===== src/rtl/iotdf_pkg.sv =====
// Shared constants, state encoding and function-select decode for the IOTDF
// byte-stream controller.
package iotdf_pkg;

  localparam int WORD_W          = 128;
  localparam int BYTE_W          = 8;
  localparam int WORDS_PER_ROUND = 8;
  localparam int N_ROUNDS_DEF    = 12;
  localparam int CNT_CYCLE_W     = 4;
  localparam int CNT_DATA_W      = 3;
  localparam int ROUND_W         = 8;
  localparam int FN_W            = 7;

  localparam logic [2:0] FN_NONE = 3'd0;
  localparam logic [2:0] FN_1    = 3'd1;
  localparam logic [2:0] FN_2    = 3'd2;
  localparam logic [2:0] FN_3    = 3'd3;
  localparam logic [2:0] FN_4    = 3'd4;
  localparam logic [2:0] FN_5    = 3'd5;
  localparam logic [2:0] FN_6    = 3'd6;
  localparam logic [2:0] FN_7    = 3'd7;

  typedef enum logic [1:0] {
    ST_IDLE = 2'd0,
    ST_RUN  = 2'd1,
    ST_DONE = 2'd2
  } state_t;

  // Code k (1..7) enables function block k-1; code 0 enables nothing.
  function automatic logic [FN_W-1:0] fn_decode(input logic [2:0] sel);
    logic [FN_W-1:0] one_hot;
    one_hot = '0;
    if (sel != FN_NONE) one_hot = 7'b1 << (sel - 3'd1);
    return one_hot;
  endfunction

endpackage


===== src/rtl/iotdf_word_asm.sv =====
// Shifts accepted bytes MSB-first into a 128-bit word and tracks the byte slot;
// wrap flags the 16th byte of a word being accepted this cycle.
module iotdf_word_asm
  import iotdf_pkg::*;
(
  input  logic                   clk,
  input  logic                   rst,
  input  logic                   accept,
  input  logic [BYTE_W-1:0]      byte_in,
  output logic [WORD_W-1:0]      data,
  output logic [CNT_CYCLE_W-1:0] cnt_cycle,
  output logic                   wrap
);

  logic [WORD_W-1:0]      data_q, data_d;
  logic [CNT_CYCLE_W-1:0] cnt_cycle_q, cnt_cycle_d;

  always_comb begin
    data_d      = data_q;
    cnt_cycle_d = cnt_cycle_q;
    if (accept) begin
      data_d      = {data_q[WORD_W-BYTE_W-1:0], byte_in};
      // 4-bit counter rolls 15 -> 0 by itself
      cnt_cycle_d = cnt_cycle_q + 4'd1;
    end
  end

  always_ff @(posedge clk) begin
    if (rst) begin
      data_q      <= '0;
      cnt_cycle_q <= '0;
    end else begin
      data_q      <= data_d;
      cnt_cycle_q <= cnt_cycle_d;
    end
  end

  assign wrap      = accept && (cnt_cycle_q == 4'd15);
  assign data      = data_q;
  assign cnt_cycle = cnt_cycle_q;

endmodule


===== src/rtl/iotdf_ctrl.sv =====
// IOTDF stream controller: IDLE/RUN/DONE sequencing, word and round counting,
// and the one-hot function enable latched once per run.
module iotdf_ctrl
  import iotdf_pkg::*;
#(
  parameter int N_ROUNDS = N_ROUNDS_DEF
) (
  input  logic                   clk,
  input  logic                   rst,
  input  logic                   in_en,
  input  logic [BYTE_W-1:0]      iot_in,
  input  logic [2:0]             fn_sel,
  output logic                   busy,
  output logic [WORD_W-1:0]      data,
  output logic [CNT_CYCLE_W-1:0] cnt_cycle,
  output logic [CNT_DATA_W-1:0]  cnt_data,
  output logic [FN_W-1:0]        fn_en,
  output logic                   word_vld,
  output logic                   round_done,
  output logic                   all_done
);

  state_t                state_q, state_d;
  logic [FN_W-1:0]       fn_en_q, fn_en_d;
  logic [CNT_DATA_W-1:0] cnt_data_q, cnt_data_d;
  logic [ROUND_W-1:0]    round_q, round_d;
  logic                  word_vld_q, word_vld_d;
  logic                  round_done_q, round_done_d;

  logic accept;
  logic wrap;
  logic word_last;
  logic round_last;

  assign accept     = (state_q == ST_RUN) && in_en;
  assign word_last  = wrap && (cnt_data_q == CNT_DATA_W'(WORDS_PER_ROUND - 1));
  assign round_last = word_last && (round_q == ROUND_W'(N_ROUNDS - 1));

  iotdf_word_asm u_word_asm (
    .clk       (clk),
    .rst       (rst),
    .accept    (accept),
    .byte_in   (iot_in),
    .data      (data),
    .cnt_cycle (cnt_cycle),
    .wrap      (wrap)
  );

  always_comb begin
    state_d      = state_q;
    fn_en_d      = fn_en_q;
    cnt_data_d   = cnt_data_q;
    round_d      = round_q;
    word_vld_d   = wrap;
    round_done_d = word_last;
    case (state_q)
      ST_IDLE: begin
        fn_en_d = fn_decode(fn_sel);
        state_d = ST_RUN;
      end
      ST_RUN: begin
        if (wrap) cnt_data_d = cnt_data_q + 3'd1;
        // Last word of the last round: all three counters land on 0 together
        if (word_last) round_d = round_last ? '0 : round_q + 8'd1;
        if (round_last) state_d = ST_DONE;
      end
      ST_DONE: ;
      default: state_d = ST_IDLE;
    endcase
  end

  always_ff @(posedge clk) begin
    if (rst) begin
      state_q      <= ST_IDLE;
      fn_en_q      <= '0;
      cnt_data_q   <= '0;
      round_q      <= '0;
      word_vld_q   <= 1'b0;
      round_done_q <= 1'b0;
    end else begin
      state_q      <= state_d;
      fn_en_q      <= fn_en_d;
      cnt_data_q   <= cnt_data_d;
      round_q      <= round_d;
      word_vld_q   <= word_vld_d;
      round_done_q <= round_done_d;
    end
  end

  assign busy       = (state_q != ST_RUN);
  assign all_done   = (state_q == ST_DONE);
  assign cnt_data   = cnt_data_q;
  assign fn_en      = fn_en_q;
  assign word_vld   = word_vld_q;
  assign round_done = round_done_q;

endmodule


===== config.mk =====
export PLATFORM = sky130hd
export DESIGN_NAME = iotdf_ctrl
export DESIGN_NICKNAME = d
export VERILOG_FILES = /design/src/rtl/iotdf_pkg.sv /design/src/rtl/iotdf_word_asm.sv /design/src/rtl/iotdf_ctrl.sv
export SDC_FILE = /design/constraint.sdc
export NUM_CORES = 1
export LEC_CHECK = 0
export ABC_CLOCK_PERIOD_IN_PS = 3950
export BUFFER_PORTS_ARGS = -buffer_cell sky130_fd_sc_hd__buf_2
export CORE_AREA = 2 2 104 147
export DETAILED_ROUTE_END_ITERATION = 10
export DIE_AREA = 0 0 106 149
export PLACE_DENSITY = 0.7
export SLEW_MARGIN = 20
export SYNTH_ARGS = -nofsm -noshare
export SYNTH_HDL_FRONTEND = slang
export SYNTH_HIERARCHICAL = 1
export SYNTH_SLANG_ARGS = --single-unit

===== constraint.sdc =====
create_clock -name clk -period 3.95 [get_ports clk]
set_input_delay 0.79 -clock clk [delete_from_list [all_inputs] [get_ports clk]]
set_output_delay 0.79 -clock clk [all_outputs]
set_load 0.05 [all_outputs]

Word-level counts from Yosys, hierarchy flattened. Cells that the tools add are included.

Flip-flop bits (word level): 154. Bits of input ports: 14. Output and inout port bits: 146. Word-level logic and storage cells: 34.

$add $sub $neg: 4. Equal/unequal tests: 7. Shifts and indexed selects: 1. Mux-type cells: 4. Bitwise logic cells: 1. Reduce and logical (&&, ||, !) cells: 9.

Operators by type and width (number): $add 8x1->8 const B (1); $eq 8x4->1 const B (1); $mux 8 (1); $mux 7 (1); $shl 1x3->7 const A (1); $pmux 2 s3 (1); $reduce_and 2->1 (3); $add 4x1->4 const B (1); $eq 4x4->1 const B (1); $logic_and 1x1->1 (4); $add 3x1->3 const B (1); $eq 3x3->1 const B (1); $reduce_bool 3->1 (1); $sub 3x1->3 const B (1); $eq 2x1->1 const B (1); $eq 2x2->1 const B (1); $logic_not 2->1 (1); $mux 2 (1); $ne 2x1->1 const B (1); $ne 2x2->1 const B (1); $not 1->1 (1).

Logic depth before layout (Yosys ltp).
Depth after elaboration: 7. Gate-level depth with buffers: 10. Gate-level depth less buffers: 6.

Cells and area by module. Netlist, hierarchy kept.

Modules (own cells, without submodules): iotdf_word_asm (times used 1, cells each 431, area each 4704.5 um2, seq. area each 2642.5 um2); iotdf_ctrl (times used 1, cells each 108, area each 992.2 um2, seq. area each 440.4 um2).

Worst setup path after synthesis. Ideal clock, no wire load.

Path type: flip-flop to flip-flop. Start point: register state_q[0]. End point: register round_q[4]. Setup time: 70 ps. Arrival: 2509 ps. Data required time: 3880 ps. Slack: 1371 ps. Cell stages (with the launch flop): 11. Path buffers: 4. Clock period less this slack: 2579 ps. Cell sequence: dfxtp_1 > nand2b_1 > nor2_1 > buf_4 > buf_6 > buf_6 > and4_1 > nand4b_2 > buf_2 > or3_1 > a21oi_1.

Longest elaborated chain between the ends: 6. Elaborated cells between the ends (all ways): 7. Classes of those cells: eq/ne (1); mux (1); reduce/logical (5).

RTL lines: start, declared (line iotdf_ctrl.sv:23) `state_t state_q, state_d;`; start signal, assigned (line iotdf_ctrl.sv:81) `state_q <= state_d;`; $eq 2x1->1 * (line iotdf_ctrl.sv:35) `assign accept = (state_q == ST_RUN) && in_en;`; $logic_and 1x1->1 * (line iotdf_ctrl.sv:35); named net accept (line iotdf_ctrl.sv:30) `logic accept;`; $logic_and 1x1->1 * (line iotdf_word_asm.sv:38) `assign wrap = accept && (cnt_cycle_q == 4'd15);`; named net word_vld_d (line iotdf_ctrl.sv:27) `logic word_vld_q, word_vld_d;`; $logic_and 1x1->1 * (line iotdf_ctrl.sv:36) `assign word_last = wrap && (cnt_data_q == CNT_DATA_W'(WORDS_PER_ROUND - 1));`; $logic_and 1x1->1 (line iotdf_ctrl.sv:37) `assign round_last = word_last && (round_q == ROUND_W'(N_ROUNDS - 1));`; $mux 8 (line iotdf_ctrl.sv:64) `if (word_last) round_d = round_last ? '0 : round_q + 8'd1;`; end signal, assigned (line iotdf_ctrl.sv:84) `round_q <= round_d;`; end, declared (line iotdf_ctrl.sv:26) `logic [ROUND_W-1:0] round_q, round_d;`.

Mark *: on every way through the listed nets, which the timed path passes. The rest lies on a longest branch. A chain may end at the register's enable or synchronous reset.

Final worst setup path.
Start point: register state_q[0]. End point: register round_q[2].

The elaborated chain is that of the path after synthesis.

==> metrics <==
switch share 23.0%; final number of hold-violating endpoints 0; sequential area share after synthesis 54.1%; core area between 10000 and 15000 µm²; Pre-antenna DRT Iters 4; reg-to-reg setup timing slack 1.68 ns; R2R Path End round_q[2]; Worst Path Class, Setup register to register; Antenna Nets Post-Route 0; pin count of the biggest net entering global routing 134; synthesized net count 558; status complete, no violations; worst-skew pair later-pin latency 0.41 ns; number of max-cap violations 0; RR Startpoint state_q[0]; mux contribution to synthesized area 23.2%; final-report max-slew violation count 0; DR iter-0 viols 208; setup_tns 0 ns; Internal ~0.0026 W; post-synthesis cell count 539; Num Clock Sinks 154; startpoint types register; Comb power frac 5.0%; most common cell after layout, fill and taps aside buf_2; diodes inserted 0; final setup fails 0; #FFs+latches synth 154; Die Y 149 µm; Compound-Gate Fraction of Synth Area 3.07%; most frequent cells in the layout buf_2 (158), dfxtp_1 (154), nor2_1 (138); H-tree lvl count 4; die width 106 µm; share of cells above drive strength 1 28.3%; Root Driver clkbuf_16; Worst-Margin Slew 0.986 ns; Synth Area in Simple Gates 14.0%; hold_ws 0.455 ns; hold crit path type register to register; hold endpoint fn_en[0]; Mapped Area 5700 µm²; Port Buffers 159; Synth cell types 37; RD Place Congestion 0.745; initial antenna violation count 0; CP endpoint kind register; cts hold-fix bufs 0; worst hold stages 2; Pleak 3.26 nW; Rel. slew slack 34.3%; WL/cell around 15 µm; Post-Layout Cell Count 891; HPWL after DPL 8830 µm; final wirelength roughly 13000 µm; WP data arrival 2.54 ns; fin nets between 700 and 800; Clk pwr share 47.8%; clock skew 0.00584 ns; number of global-route vias before repair about 4000; Post-CTS Setup Bufs 0; first-pass GRT wire length 20900 µm; largest family of logic cells by synthesized area multiplexers; PostCTS Resize Cnt 0; initial cell density of the core between 30% and 40%; I/O pins 160; post-synth top area share 54.1%; crit share post-route 57.5%; f_max 440 MHz; fraction of registers with async set/reset 0%; Inst Count DP 859; RSZ-0062 raised after global routing no; Main synth FF type dfxtp_1; Worst-path clk slew 0.06 ns; Row Count 53; post-synthesis adder-cell area fraction 1.10%; Synth Warn # 6; maximum vdd drop 244 µV; All-Layer GR Usage around 17%; fin crit period 2.27 ns; Post-synth EDFFs 0; Clock Path Buffers 2; Num CTS Buffers 17; Worst R2R Path Depth 6; HP Start fn_en[0]; vias post-DR 4333; Flop pwr share 47.2%; Via density ~4.9; Mean Syn Cell Area between 10 and 15 µm²; Critical Path RT between 4 and 5 ns; # DRC 0; crit-path max FO 15; area grow syn2layout 25.5%; CTS tree built; global route overflow 0; post-synth top area cell dfxtp_1; top cells by area, synth dfxtp_1 (54%), mux2i_1 (23%), nor2_1 (9.2%), buf_6 (1.4%), a21oi_1 (1.3%); xor/xnor share of the synthesized area less than 1%; Power Dens Cells 466 nW/µm²; die area 15800 µm²; NetSw 0.000766 W
[registers in the layout, indices dropped and copies added, names as in the netlist]
name / flops
word_vld: 1
fn_en: 7
round_q: 8
cnt_data: 3
round_done: 1
u_word_asm/cnt_cycle: 4
state_q: 2
u_word_asm/data: 128
[worst max path at each step]
stage | slack (ns) | depth (start not counted) | startpoint | endpoint
after floorplan | 1.37 | 10 | state_q[0] | round_q[4]
final | 1.68 | 6 | state_q[0] | round_q[2]
after CTS | 1.70 | 6 | state_q[0] | round_q[2]
after global placement | 1.53 | 7 | in_en | round_q[6]
after global routing | 1.49 | 6 | state_q[0] | round_q[7]
after detailed placement | 1.38 | 7 | in_en | round_q[2]
[kinds of logic after synthesis]
logic type,after synthesis
simple gates,182
flops,154
mux,132
buf+inv,37
compound gates,26
fa+ha+maj,5
xor+xnor,3
[per-layer routing]
metal  GRT usage (%)  vias to the layer above  share of wire, %
met4            7.04                        0               1.7
met2            27.8                      115                50
met5               0                        -                 0
met1            20.5                     2064                44
li1                -                     2137                 -
met3            4.59                       17               4.3
[worst max-delay path, cell delays in order, from the launching register on]
cell and delay (ns):
dfxtp_1 0.46, nand2b_1 0.15, nor2_4 0.14, and4_1 0.31
nand4b_2 0.36, o41ai_4 0.62, a21oi_1 0.10
[synthesized netlist by cell type, drive strengths merged, types with 4 or more instances]
library cell    n
a21oi          15
buf            23
clkbuf         10
dfxtp         154
ha              5
inv             4
mux2i         131
nand2          10
nand3           5
nand4b          4
nor2          139
or4             4
[power groups by stage]
stage               registers (W)  logic (W)  clock network (W)
floorplan                 0.00164   0.000106                  0
global placement          0.00161   0.000163                  0
detailed placement        0.00161   0.000167                  0
CTS                       0.00157   0.000167            0.00164
global route              0.00157   0.000177            0.00171
finish                    0.00157   0.000167            0.00159
[area by class of cell]
type	count	area [µm²]
Timing Repair Buffer	161	838
Fill cell	1377	7500
Sequential cell	154	3080
Clock buffer	18	439
Tap cell	192	240
Multi-Input combinational cell	348	2390
Clock inverter	14	145
Inverter	4	15.0
[metrics by stage]
step	setup WS, ns	power, W	utilization [%]	cell area, µm²
detailed placement	1.38	0.00177	44.8	6570
global placement	1.53	0.00177	44.8	6570
floorplan	1.37	0.00174	-	5700
finish	1.68	0.00333	48.8	7150
CTS	1.70	0.00338	48.8	7150
global route	1.49	0.00346	48.8	7150
Power figures use the tool's default switching activity.
